### src/rtl/ram_arbiter.sv
// ram_arbiter: shares one single-port synchronous RAM between the core (port 0)
// and the UART loader/debug port (port 1). Round-robin arbitration with a
// bounded port-1 lock for burst loads; grants and RAM controls are combinational,
// read-valid flags are registered one cycle after a granted read.
module ram_arbiter #(
  parameter int unsigned ADDR_W   = 12,
  parameter int unsigned DATA_W   = 32,
  parameter int unsigned LOCK_MAX = 16
) (
  input  logic              clk,
  input  logic              rst,
  input  logic              m0_req,
  input  logic              m0_we,
  input  logic [ADDR_W-1:0] m0_addr,
  input  logic [DATA_W-1:0] m0_wdata,
  output logic              m0_gnt,
  output logic              m0_rvalid,
  output logic [DATA_W-1:0] m0_rdata,
  input  logic              m1_req,
  input  logic              m1_we,
  input  logic [ADDR_W-1:0] m1_addr,
  input  logic [DATA_W-1:0] m1_wdata,
  input  logic              m1_lock,
  output logic              m1_gnt,
  output logic              m1_rvalid,
  output logic [DATA_W-1:0] m1_rdata,
  output logic [ADDR_W-1:0] ram_addr,
  output logic [DATA_W-1:0] ram_wdata,
  output logic              ram_wren,
  input  logic [DATA_W-1:0] ram_q
);

  localparam int unsigned CNT_W = $clog2(LOCK_MAX + 1);

  logic             last_winner_q, last_winner_d;
  logic [CNT_W-1:0] lock_cnt_q, lock_cnt_d;
  logic             m0_rvalid_q, m0_rvalid_d;
  logic             m1_rvalid_q, m1_rvalid_d;
  logic             gnt0, gnt1;
  logic             lock_hold;

  // Grant decision: single requester wins; contest goes to lock holder, else round-robin
  always_comb begin
    gnt0      = 1'b0;
    gnt1      = 1'b0;
    lock_hold = m1_lock & last_winner_q & m1_req & (lock_cnt_q < CNT_W'(LOCK_MAX));
    if (!rst) begin
      if (m0_req && m1_req) begin
        if (lock_hold || !last_winner_q) gnt1 = 1'b1;
        else                             gnt0 = 1'b1;
      end else if (m0_req) begin
        gnt0 = 1'b1;
      end else if (m1_req) begin
        gnt1 = 1'b1;
      end
    end
  end

  // Next-state: winner history, lock length counter, read-valid flags
  always_comb begin
    last_winner_d = last_winner_q;
    lock_cnt_d    = lock_cnt_q;
    if (gnt0) last_winner_d = 1'b0;
    if (gnt1) last_winner_d = 1'b1;
    // Any port-1 grant while the core waits under lock counts toward the bound,
    // so the core gets exactly one slot per LOCK_MAX port-1 grants.
    if (gnt0 || !m1_lock) begin
      lock_cnt_d = '0;
    end else if (gnt1 && m0_req && (lock_cnt_q < CNT_W'(LOCK_MAX))) begin
      lock_cnt_d = lock_cnt_q + CNT_W'(1);
    end
    m0_rvalid_d = gnt0 & ~m0_we;
    m1_rvalid_d = gnt1 & ~m1_we;
  end

  // State registers, asynchronously cleared so a pending rvalid is discarded on reset
  always_ff @(posedge clk or posedge rst) begin
    if (rst) begin
      last_winner_q <= 1'b1;
      lock_cnt_q    <= '0;
      m0_rvalid_q   <= 1'b0;
      m1_rvalid_q   <= 1'b0;
    end else begin
      last_winner_q <= last_winner_d;
      lock_cnt_q    <= lock_cnt_d;
      m0_rvalid_q   <= m0_rvalid_d;
      m1_rvalid_q   <= m1_rvalid_d;
    end
  end

  // RAM control mux: granted port drives the RAM, idle cycles park on port 0
  always_comb begin
    ram_addr  = m0_addr;
    ram_wdata = m0_wdata;
    ram_wren  = 1'b0;
    if (gnt1) begin
      ram_addr  = m1_addr;
      ram_wdata = m1_wdata;
      ram_wren  = m1_we;
    end else if (gnt0) begin
      ram_wren  = m0_we;
    end
    if (rst) begin
      ram_addr  = '0;
      ram_wdata = '0;
    end
  end

  assign m0_gnt    = gnt0;
  assign m1_gnt    = gnt1;
  assign m0_rvalid = m0_rvalid_q;
  assign m1_rvalid = m1_rvalid_q;
  assign m0_rdata  = ram_q;
  assign m1_rdata  = ram_q;

endmodule

### config.mk
export PLATFORM = sky130hd
export DESIGN_NAME = ram_arbiter
export DESIGN_NICKNAME = d
export VERILOG_FILES = /design/src/rtl/ram_arbiter.sv
export SDC_FILE = /design/constraint.sdc
export NUM_CORES = 1
export LEC_CHECK = 0
export CORE_AREA = 2 2 92 94
export CTS_BUF_LIST = sky130_fd_sc_hd__clkbuf_4 sky130_fd_sc_hd__clkbuf_8
export DETAILED_ROUTE_END_ITERATION = 16
export DIE_AREA = 0 0 94 96
export GPL_ROUTABILITY_DRIVEN = 0
export PLACE_DENSITY = 0.71
export SLEW_MARGIN = 10
export SYNTH_ARGS = -nofsm -noshare
export SYNTH_HDL_FRONTEND = slang
export SYNTH_SLANG_ARGS = --single-unit
### constraint.sdc
create_clock -name clk -period 2.66 [get_ports clk]
set_clock_uncertainty 0.2 [all_clocks]
set_input_delay 0.665 -clock clk [delete_from_list [all_inputs] [get_ports clk]]
set_output_delay 0.665 -clock clk [all_outputs]
set_load 0.05 [all_outputs]
==> flow_results.org, run 1 <==
** Setup path
- The worst setup path is launched from a primary input.
- Arrival time at the worst endpoint :: between 1.5 and 2 ns
- Across all register-to-register paths, the minimum setup slack is between 0.9 and 1 ns.
- Following the worst setup path forward leads to its endpoint at ram_wdata[21].
- Type of element capturing the critical path :: output pin
- The endpoint identified for the worst register-to-register timing path is lock_cnt_q[2].
- Measured in cells, the most critical reg-to-reg path has a length of 5.
- Of all nets on the critical path, the largest fanout is 5.
- Tracing the worst setup path back leads to its startpoint at rst.
- CP Data Required Time :: roughly 1.8 ns
- Crit Path Category :: primary input to output pin
- The startpoint identified for the worst register-to-register timing path is lock_cnt_q[4].

** Synthesis
- The most used flip-flop cell after synthesis is sky130_fd_sc_hd__dfrtp_1.
- Counting flops with a built-in enable in the synthesized netlist gives 0.
- Synthesis Warnings :: 0
- In this run, synthesis produced a sequential element count of 8.
- Post-synth design cell area :: 1540 µm²
- Synthesized area divided by synthesized cell count :: just over 6 µm²
- Post-synthesis net count :: ~380
- Share of flip-flops with an asynchronous set or reset after synthesis :: 1.00
- Counting every instance in the synthesized netlist gives 250.
- Synthesis instantiated 26 different standard cells from the library.
- Register area share after synthesis :: 0.131

** CTS
- After clock tree synthesis, the clock-pin slew on the worst setup and hold paths is ~0.04 ns.
- Counting every sink on the clock net gives 8.
- Max H-tree Level :: 1
- Maximum clock insertion buffer count :: 2
- The clock reaches the later pin of the worst-skew pair after approximately 0.22 ns.
- CTS tree :: built
- Number of buffers created by CTS :: 3
- Root Driver :: sky130_fd_sc_hd__clkbuf_8

** Detailed routing
- For this block, the routed nets add up to between 7000 and 8000 µm of wire.
- Violation count after the first detailed-route iteration :: 30
- For this run, design rule violations remaining after detail routing come to 0.
- Detailed route wirelength on metal2 :: between 3000 and 4000 µm
- Vias after detailed routing :: 2025
- After detailed routing, the average wire length per cell comes to about 17 µm.
- After detailed routing, no signal wire sits above met4.
- Met3 WL post-DR :: 665 µm
- Antenna Nets Post-Route :: 0
- For this run, the detailed router's first-pass iteration total came to 4.
- Using the TritonRoute via totals, the vias-per-cell ratio works out to around 4.4.
- Met1 Routed Length :: between 2000 and 3000 µm

** Final layout
- Filler Cell Count :: 730
- In the final design database the tool counted between 400 and 500 nets.
- Share of cells above drive strength 1 :: 0.427
- N_diodes :: 0
- Fin cells :: 456
- The area growth from synthesis to layout is 148%.
- With fillers left out, the area of the finished cells amounts to between 3000 and 4000 µm².

** Placement
- Detailed Place HPWL :: 5250 µm
- Cells after DPL :: about 430
- Post-DP Area :: about 3200 µm²
- Count of port buffers added during placement :: approximately 140
- Timing analysis after detailed placement gives a worst setup slack of -0.643 ns.

** STA
- Setup repair after global routing missed its margin :: true
- For the pin with the worst max-slew slack, the measured transition is approximately 0.58 ns.
- After routing, the total negative slack on setup checks comes to -0.194 ns.
- Dividing the final minimum period by the clock period gives 1.01.
- The worst path in the final design needs a cycle of between 2 and 3 ns, including I/O delays and setup.
- The number of failing hold endpoints at the final stage came to 0.
- Hold slack :: between 0.3 and 0.4 ns
- Setup violations remaining at the end of the flow were counted as 10.
- In the post-route analysis, the smallest setup slack over all paths is -0.0331 ns.
- Based on the critical path, the design can be clocked at up to 0.371 GHz.
- The number of pins exceeding their max-slew limit in the final report came to 0.
- Slew headroom :: 0.612

** Job
- Max-cap viol count :: 0

** Floorplanning
- The floorplan step set the die width to about 94 µm.
- The die covers 9020 µm².
- Die Y :: roughly 96 µm
- For this configuration, the core starts out at a cell density of 0.192.
- Count of standard-cell rows :: 33
- Core area :: just over 8000 µm²
- Number of placed I/O pins :: 240

** Global routing
- The via count of the first global-routing pass was 2169.
- The first global-routing pass estimated 10900 µm of wire.
- Total routing usage reported by global routing :: 0.158
- Maximum number of pins on one net before global-route repair :: 26
- The number of antenna violations at the first check in global routing is 0.
- Summed over all layers, the global routing overflow is 0.

** Pwr
- Dividing total power by cell area gives a power density of between 300 and 400 nW/µm².
- Maximum ir drop on the vdd rail :: between 0.2 and 0.25 mV
- Leakage power figure :: roughly 1.6 nW

** Run status
- The checks that failed: negative setup slack.
- Outcome :: complete, but fails checks

** Worst hold path
- Worst hold-check path type :: flip-flop to flip-flop
-- synthesized netlist by cell type, types with 2 or more instances --
library cell	number	area, µm²
sky130_fd_sc_hd__clkbuf_1	4	15.0
sky130_fd_sc_hd__a21oi_1	2	10.0
sky130_fd_sc_hd__buf_6	6	67.6
sky130_fd_sc_hd__o21ai_1	7	35.0
sky130_fd_sc_hd__nor2b_1	2	12.5
sky130_fd_sc_hd__nand2_1	91	342
sky130_fd_sc_hd__o21ai_0	39	195
sky130_fd_sc_hd__nor2_1	6	22.5
sky130_fd_sc_hd__xnor2_1	2	17.5
sky130_fd_sc_hd__a21o_1	2	15.0
sky130_fd_sc_hd__inv_1	2	7.51
sky130_fd_sc_hd__buf_4	64	480
sky130_fd_sc_hd__clkbuf_2	4	20.0
sky130_fd_sc_hd__dfrtp_1	7	175
-- per-stage QoR --
step / utilization / power, mW
2_1_floorplan: - / 0.740
3_3_place_gp: 0.401 / 0.919
3_5_place_dp: 0.401 / 0.926
5_1_grt: 0.475 / 1.25
6_report: 0.475 / 1.20
4_1_cts: 0.460 / 1.19
-- cell usage in the layout (no fill, tap or decap), drive strengths merged --
| cell | count |
|---|---|
| a21o | 2 |
| a21oi | 2 |
| a22o | 1 |
| a311oi | 1 |
| a41oi | 1 |
| buf | 81 |
| clkbuf | 6 |
| clkdlybuf4s50 | 92 |
| dfrtp | 7 |
| dfstp | 1 |
| ha | 1 |
| inv | 3 |
| nand2 | 91 |
| nand2b | 1 |
| nand3 | 1 |
| nand4bb | 1 |
| nor2 | 6 |
| nor2b | 2 |
| nor3 | 1 |
| o21ai | 46 |
| or3b | 1 |
| xnor2 | 2 |
| xor2 | 1 |
-- worst max-delay path, cell delays in order --
cell and delay [ns]:
sky130_fd_sc_hd__buf_8 0.10, sky130_fd_sc_hd__a311oi_4 0.28, sky130_fd_sc_hd__buf_6 0.16, sky130_fd_sc_hd__buf_12 0.13, sky130_fd_sc_hd__buf_12 0.13, sky130_fd_sc_hd__buf_12 0.13
sky130_fd_sc_hd__o21ai_4 0.07, sky130_fd_sc_hd__buf_12 0.15
-- how the worst min path moves through the flow --
stage	to	slack (ns)	start	cells past startpoint
6_report	last_winner_q	0.36	last_winner_q	1
5_1_grt	last_winner_q	0.37	last_winner_q	1
4_1_cts	m1_rvalid	0.30	rst	3
3_5_place_dp	lock_cnt_q[3]	0.34	lock_cnt_q[3]	2
3_3_place_gp	lock_cnt_q[3]	0.34	lock_cnt_q[3]	2
2_1_floorplan	lock_cnt_q[4]	0.30	lock_cnt_q[4]	2
-- per-layer routing --
layer | track usage | up-vias
met5 | 0 | -
li1 | - | 950
met1 | 0.171 | 947
met4 | 0.0628 | 0
met3 | 0.0384 | 28
met2 | 0.296 | 100
-- area by class of cell --
cell class / instances / area, µm² / share of cell area
inverters: 3 / 11.3 / 0.00295
clock buffers: 4 / 48.8 / 0.0128
repair buffers: 175 / 2360 / 0.616
flip-flops and latches: 8 / 201 / 0.0527
multi-input cells: 161 / 1070 / 0.281
well taps: 105 / 131 / 0.0344
-- timing repair --
item	in CTS	in global routing
setup endpoints to repair	47	46
pin swaps	9	3
hold buffers	0	0
cloned	6	2
endpoints found under the hold margin	0	0
setup buffers	8	3
resized for setup	68	19
-- registers in the layout, indices dropped and copies added, names as in the netlist --
name and flops:
last_winner_q 1, m0_rvalid 1, m1_rvalid 1, lock_cnt_q 5
-- where the power goes --
| part | internal (mW) | total, mW | switching (mW) |
|---|---|---|---|
| Combinational | 0.467 | 0.904 | 0.437 |
| Clock | 0.114 | 0.159 | 0.0449 |
| Sequential | 0.129 | 0.134 | 0.00565 |
-- logic make-up (layout without fill, tap and decap cells) --
family,Yosys count,in the layout,share of synthesized area
AO/OA/AOI/OAI,53,53,0.187
XOR/XNOR,3,3,0.0170
adder cells (fa/ha/maj),1,1,0.00811
buffers and inverters,81,182,0.385
flip-flops,8,8,0.131
AND/OR/NAND/NOR,104,104,0.272
Note: power is estimated with default switching activity, not from simulation.
==> run 2, diff against run 1 <==
Settings changed: CELL_PAD_IN_SITES_DETAIL_PLACEMENT set to 1, CELL_PAD_IN_SITES_GLOBAL_PLACEMENT set to 2, CORE_AREA 2 2 92 94 to not set, CORE_MARGIN set to 2, CORE_UTILIZATION set to 10, DIE_AREA 0 0 94 96 to not set, PLACE_DENSITY 0.71 to not set, PLACE_DENSITY_LB_ADDON set to 0.1.
==> run 2 against run 1 <==
  * The flow still finishes with violations (negative setup slack)
  * Global-route usage down 6.3 points
  * Critical path depth unchanged
  * Largest cell class unchanged
  * Clock-buffer cell count unchanged
  * Non-clock buffer count is 1 higher
  * Clock power grew 6%
  * Power increased by 5.5%
==> flow_results.org, run 2 (synthesis results as in run 1) <==
** Detailed routing
- Avg Vias per Cell :: between 3 and 4
- Overall routed net length :: ~8200 µm
- The first detailed-routing pass ran for 4 iterations.
- The count of nets left with antenna violations once routing finished came out at 0.
- In the routed design, unresolved DRC markers number 0.
- Routed len/inst :: ~15 µm
- Vias after detailed routing :: 1973
- Violation count after the first detailed-route iteration :: 26

** Floorplanning
- The die is between 100 and 150 µm wide.
- The floorplan step defined a core boundary enclosing around 15000 µm².
- Initial core utilization :: 0.102
- Number of placed I/O pins :: 240
- The floorplan step defined a die boundary enclosing about 16000 µm².
- From bottom edge to top edge, the die measures around 130 µm.
- Count of standard-cell rows :: 45

** CTS
- Number of buffers created by CTS :: 3
- CTS saw 8 sinks.
- For the worst-skew pair, the clock arrives at the later sink with an insertion delay of 0.23 ns.
- Clock-pin slew was measured on the worst setup and hold paths at approximately 0.050 ns.
- Hold_buf cts :: 0
- Max H-tree Level :: 1
- Maximum clock insertion buffer count :: 2
- Clock tree synthesis selected as its root buffer the cell sky130_fd_sc_hd__clkbuf_8.
- CTS tree :: built

** Final layout
- The top cell types in the final layout, fill and taps aside, are sky130_fd_sc_hd__clkdlybuf4s50_1 (92), sky130_fd_sc_hd__buf_12 (53), sky130_fd_sc_hd__nand2_1 (52).
- Synthesis-to-layout area growth :: 176%
- N_diodes :: 0
- Area of all placed cells without fillers :: between 4000 and 5000 µm²
- Most common cell after layout, fill and taps aside :: sky130_fd_sc_hd__clkdlybuf4s50_1
- Once layout is complete, the utilization of the core stands at 0.281.
- The register with the most flip-flops in the layout has 5 of them.
- In the final design database the tool counted between 400 and 500 nets.
- Share of cells above drive strength 1 :: 0.503
- Ranked by flip-flop count, first place goes to lock_cnt_q.
- Filler Cell Count :: between 1500 and 2000

** Setup path
- Crit Reg-Reg Endpoint :: m1_rvalid
- Among cell families on the critical path, the largest total delay comes from buffers and inverters.
- STA classifies the critical path endpoint as an output pin.
- Worst Reg2Reg Path Length in Cells :: 7
- CP Data Required Time :: approximately 1.8 ns
- The critical path starts at m0_req.
- The startpoint identified for the worst register-to-register timing path is last_winner_q.
- Worst path buffer plus inverter count :: 5
- Arrival time at the worst endpoint :: 1.86 ns
- The critical path ends at ram_wdata[12].
- Slowest cell on the critical path :: sky130_fd_sc_hd__a311oi_4
- STA classifies the critical path startpoint as a primary input.
- Series of cell instances along the critical path :: buf_8 > a311oi_4 > buf_4 > buf_12 > clkbuf_16 > nand2_1 > o21ai_2 > buf_12
- The critical path runs through a total of 8 cells.
- On the worst path, the slowest cell contributes a delay of around 0.32 ns.
- Register-to-register setup slack :: ~0.82 ns
- Crit Path Category :: primary input to output pin
- Biggest fanout along the worst timing path :: 6
- Library cell appearing most often on the critical path :: sky130_fd_sc_hd__buf_12

** STA
- Slew Limit Fails :: 0
- Measured against its own limit, the worst slew margin works out to 0.651.
- In the finished design, the share of the clock period the worst path needs comes to 1.02.
- Setup repair after global routing missed its margin :: true
- The number of failing hold endpoints at the final stage is 0.
- Worst Slack Setup Final :: -0.0645 ns
- Hold slack :: around 0.16 ns
- Maximum clock frequency :: roughly 0.37 GHz
- Worst slew pin tran :: 0.522 ns
- Setup violations remaining at the end of the flow were counted as 45.
- The smallest clock period supported by the final layout is computed as about 2.7 ns.

** Pwr
- The analysis attributes to cell leakage a power of approximately 1.8 nW.
- Gate power share :: 0.760
- The share of total power dissipated in sequential elements is 0.106.
- In this run the power density over the cells is between 200 and 300 nW/µm².
- Switching power of the nets :: roughly 0.53 mW
- Across the VDD grid, the largest voltage drop is ~0.12 mV.
- The share of total power dissipated in the clock network is 0.133.
- Summing internal, switching and leakage power gives roughly 1.3 mW.
- Of the total power, the share spent switching nets is 0.418.
- The internal power of the cells totals 0.735 mW.

** Global routing
- Number of global-route vias before repair :: approximately 2200
- Maximum number of pins on one net before global-route repair :: 25
- Total routing usage reported by global routing :: 0.0952
- Global-route wire length before repair :: between 10000 and 15000 µm
- Global routing finished with a remaining overflow of 0.
- Antenna violations before repair :: 0

** Worst hold path
- Worst hold-check path type :: primary input to async pin

** Placement
- The count of buffers added on input and output ports is 143.
- Detailed placement ended at an HPWL of slightly below 6000 µm.
- Summing all placed instances gives a cell area of 3390 µm².
- At the placement stage, the worst setup path has a slack of -0.575 ns.

** Run status
- Failing checks :: negative setup slack
- The flow ran to the end, but the final reports show violations.

** Job
- Max-cap viol count :: 0
## run 2: area by class of cell
cell class	count	area (µm²)	share of cell area
Timing Repair Buffer	176	2380	0.560
Multi-Input combinational cell	161	1380	0.323
Tap cell	188	235	0.0553
Sequential cell	8	201	0.0473
Clock buffer	4	48.8	0.0115
Inverter	3	11.3	0.00265
## run 2: timing repair
action / 4_1_cts / 5_1_grt
gates cloned: 6 / 2
endpoints found under the setup margin: 47 / 46
pin swaps: 14 / 15
gates resized for setup: 102 / 46
setup buffers: 9 / 0
## run 2: worst min path at each step
stage,end,cells past startpoint,slack [ns]
final,lock_cnt_q[2],2,0.16
after global routing,lock_cnt_q[2],2,0.16
after CTS,lock_cnt_q[2],2,0.16
after detailed placement,last_winner_q,1,0.35
after global placement,lock_cnt_q[3],2,0.34
after floorplan,lock_cnt_q[4],2,0.30
## run 2: power by group through the flow
stage,logic [mW],clock network (mW),registers (mW)
2_1_floorplan,0.602,0,0.138
3_3_place_gp,0.801,0,0.136
3_5_place_dp,0.802,0,0.136
4_1_cts,0.933,0.176,0.134
5_1_grt,1.01,0.183,0.135
6_report,0.960,0.168,0.134
## run 2: worst register-to-register path, stage by stage (launching register included)
cell,delay (ns)
sky130_fd_sc_hd__dfstp_2,0.59
sky130_fd_sc_hd__a311oi_4,0.12
sky130_fd_sc_hd__buf_6,0.15
sky130_fd_sc_hd__buf_6,0.13
sky130_fd_sc_hd__buf_16,0.15
sky130_fd_sc_hd__buf_4,0.14
sky130_fd_sc_hd__buf_4,0.13
sky130_fd_sc_hd__nor2b_1,0.12
## run 2: through the flow
step                instances  TNS [ns]
floorplan                 250     -1.94
global placement          521    -23.61
detailed placement        521    -23.91
CTS                       539     -3.22
global route              540     -3.91
finish                    540     -1.42
## run 2: per-layer routing
layer / track usage / up-vias / share of wire
met2: 0.182 / 97 / 0.53
met5: 0 / - / 0
li1: - / 946 / -
met3: 0.0246 / 18 / 0.082
met1: 0.102 / 912 / 0.38
met4: 0.0265 / 0 / 0.014
==> run 3, diff against run 2 <==
Settings changed: CORE_ASPECT_RATIO set to 1.1.
==> run 3 against run 2 <==
  * Via count shrank 0.25%
  * Sequential power is essentially flat
  * Combinational power shrank 2%
  * The flow still finishes with violations (negative setup slack)
  * Clock power shrank 4%
  * Largest power group unchanged
  * Core utilization shrank 0.48 points
  * Hold slack gained 0.20 ns
  * Design area shrank 2.3%
  * Die area is essentially flat
  * Worst setup slack gained 0.049 ns
  * Global-route usage shrank 0.13 points
==> flow_results.org, run 3 (synthesis results as in run 1) <==
** Run status
- Outcome :: complete, but fails checks
- Failing checks :: negative setup slack

** Setup path
- Series of cell instances along the critical path :: buf_8 > a311oi_4 > buf_6 > buf_6 > buf_12 > buf_6 > o21ai_4 > buf_12
- CP startpoint kind :: primary input
- Slowest cell on the critical path :: sky130_fd_sc_hd__a311oi_4
- Library cell appearing most often on the critical path :: sky130_fd_sc_hd__buf_6
- STA classifies the critical path endpoint as an output pin.
- Crit Path Category :: primary input to output pin
- CP Data Required Time :: approximately 1.8 ns
- STA puts the critical path data arrival time at approximately 1.8 ns.
- For this run, the slowest stage of the critical path takes roughly 0.30 ns.
- Biggest fanout along the worst timing path :: 5

** Worst hold path
- The path class of the tightest hold or removal check is flip-flop to flip-flop.

** Floorplanning
- Die width :: 122 µm
- The die covers approximately 16000 µm².
- Row generation in the floorplan step produced 47 rows.
- Initial core utilization :: 0.102
- Number of placed I/O pins :: 240
- Die Y :: around 130 µm
- The core region is around 15000 µm².

** STA
- Final Hold Viols :: 0
- Measured against its own limit, the worst slew margin works out to 0.659.
- Portion of the clock cycle consumed by the worst path in the final layout :: 1.01
- Hold is met by 0.353 ns.
- Setup repair after global routing could not meet its margin everywhere.
- Worst Slack Setup Final :: -0.0153 ns
- Setup violations remaining at the end of the flow were counted as 10.
- Summed over all failing endpoints, the final setup total negative slack is -0.0765 ns.
- Based on the critical path, the design can be clocked at up to roughly 0.37 GHz.
- At the pin with the least slew margin, the transition time is a little over 0.5 ns.
- The worst path in the final design needs a cycle of around 2.7 ns, including I/O delays and setup.
- The number of pins exceeding their max-slew limit in the final report was 0.

** Global routing
- Number of global-route vias before repair :: 2130
- Total routing usage reported by global routing :: 0.0939
- The number of antenna violations at the first check in global routing was 0.
- The first global-routing pass estimated ~12000 µm of wire.
- Entering global routing, the biggest net connects 22 pins.
- Global routing finished with a remaining overflow of 0.

** Final layout
- Most common cell after layout, fill and taps aside :: sky130_fd_sc_hd__clkdlybuf4s50_1
- Area of all placed cells without fillers :: between 4000 and 5000 µm²
- Register with the most flip-flops :: lock_cnt_q
- Summing all multi-input logic gate instances after layout gives ~1200 µm².
- Filler Cell Count :: 1719
- Leaving out filler cells and counting taps, the final layout contains 550.
- The net count of the finished layout is between 400 and 500.
- The register with the most flip-flops in the layout has 5 of them.
- The number of antenna diodes in the final layout is 0.
- In the final layout, the share of cells above drive strength 1 is 0.449.
- Synthesis-to-layout area growth :: 170%
- In the layout the commonest cells are sky130_fd_sc_hd__clkdlybuf4s50_1 (92), sky130_fd_sc_hd__nand2_1 (72), sky130_fd_sc_hd__buf_12 (53).
- Combined flip-flop and latch cell area :: 201 µm²
- Post-layout util :: 0.276

** Placement
- Placement-stage worst setup slack :: -0.603 ns
- Cells after DPL :: 532
- Count of port buffers added during placement :: roughly 140
- Detailed Place HPWL :: ~6200 µm
- Post-DP Area :: 3460 µm²

** CTS
- Maximum clock insertion buffer count :: 2
- The cell sitting at the root of the clock tree is a sky130_fd_sc_hd__clkbuf_8.
- TritonCTS built the clock tree.
- CTS built an H-tree with a depth of 1.
- TritonCTS created 3 clock buffers.
- TritonCTS sink count :: 8
- At the later pin of the worst-skew pair, clock insertion delay measures 0.23 ns.
- Clock-pin slew was measured on the worst setup and hold paths at about 0.04 ns.

** Pwr
- Gate power share :: 0.761
- Clock power frac :: 0.131
- The analysis attributes to cell leakage a power of 1.67 nW.
- Overall power consumption after layout is estimated at ~1.2 mW.
- Internal power summed over all cells :: between 0.7 and 0.8 mW
- VDD sags by at most slightly below 0.2 mV.
- For this design the ratio of total power to cell area is approximately 300 nW/µm².
- In this run the power spent charging and discharging nets is between 0.5 and 0.6 mW.
- The share of total power dissipated in sequential elements is 0.108.
- Of the total power, the share spent switching nets is 0.405.

** Detailed routing
- Avg Vias per Cell :: 3.58
- Vias after detailed routing :: 1968
- The count of nets left with antenna violations once routing finished came out at 0.
- In the final routed layout, each cell accounts on average for between 10 and 15 µm.
- The first routing iteration left 29 violations.
- First-pass iteration count of the detailed router :: 2
- DR DRC count :: 0
- Summed over all layers, the routed wires come to between 8000 and 9000 µm.

** Job
- Max-cap viol count :: 0
run 3: cell count changes in the layout (fill, tap and decap cells not counted), sizes merged:
cell | previous run | this run
buf | 82 | 84
run 3: critical path, delay by kind of cell:
kind,cells,cell delay [ns]
buffers and inverters,6,0.79
AO/OA/AOI/OAI,2,0.35
run 3: timing repair:
action,CTS,global route
pin swaps,19,9
resized for setup,98,15
cloned,6,2
hold buffers,0,0
setup endpoints to repair,47,46
buffers inserted,9,0
run 3: area by class of cell:
| class | count | share of cell area |
|---|---|---|
| timing repair buffer | 178 | 0.590 |
| multi-input combinational | 161 | 0.289 |
| tap | 196 | 0.0590 |
| sequential | 8 | 0.0484 |
| clock buffer | 4 | 0.0117 |
| inverter | 3 | 0.00271 |
run 3: routing by layer:
layer / GRT usage / vias up / wire length (µm)
li1: - / 953 / -
met1: 0.105 / 921 / 2990
met2: 0.179 / 74 / 4460
met3: 0.0187 / 20 / 543
met4: 0.0223 / 0 / 168
met5: 0 / - / 0
run 3: path summary, 6_finish.rpt:
path / start / to / slack [ns] / depth (start not counted)
worst max-delay path: rst / ram_wdata[20] / -0.02 / 8
min in group asynchronous: rst / lock_cnt_q[0] / 0.58 / 5
worst min-delay path: lock_cnt_q[3] / lock_cnt_q[3] / 0.35 / 2
worst min register to register: lock_cnt_q[3] / lock_cnt_q[3] / 0.35 / 2
max in group asynchronous: rst / last_winner_q / 1.46 / 5
worst max register to register: lock_cnt_q[4] / m1_rvalid / 0.93 / 6
run 3: power groups by stage:
stage               registers, mW  logic (mW)  clock network [mW]
floorplan                   0.138       0.602                   0
global placement            0.136       0.816                   0
detailed placement          0.137       0.818                   0
CTS                         0.135       0.941               0.170
global route                0.135       0.989               0.181
finish                      0.135       0.945               0.162
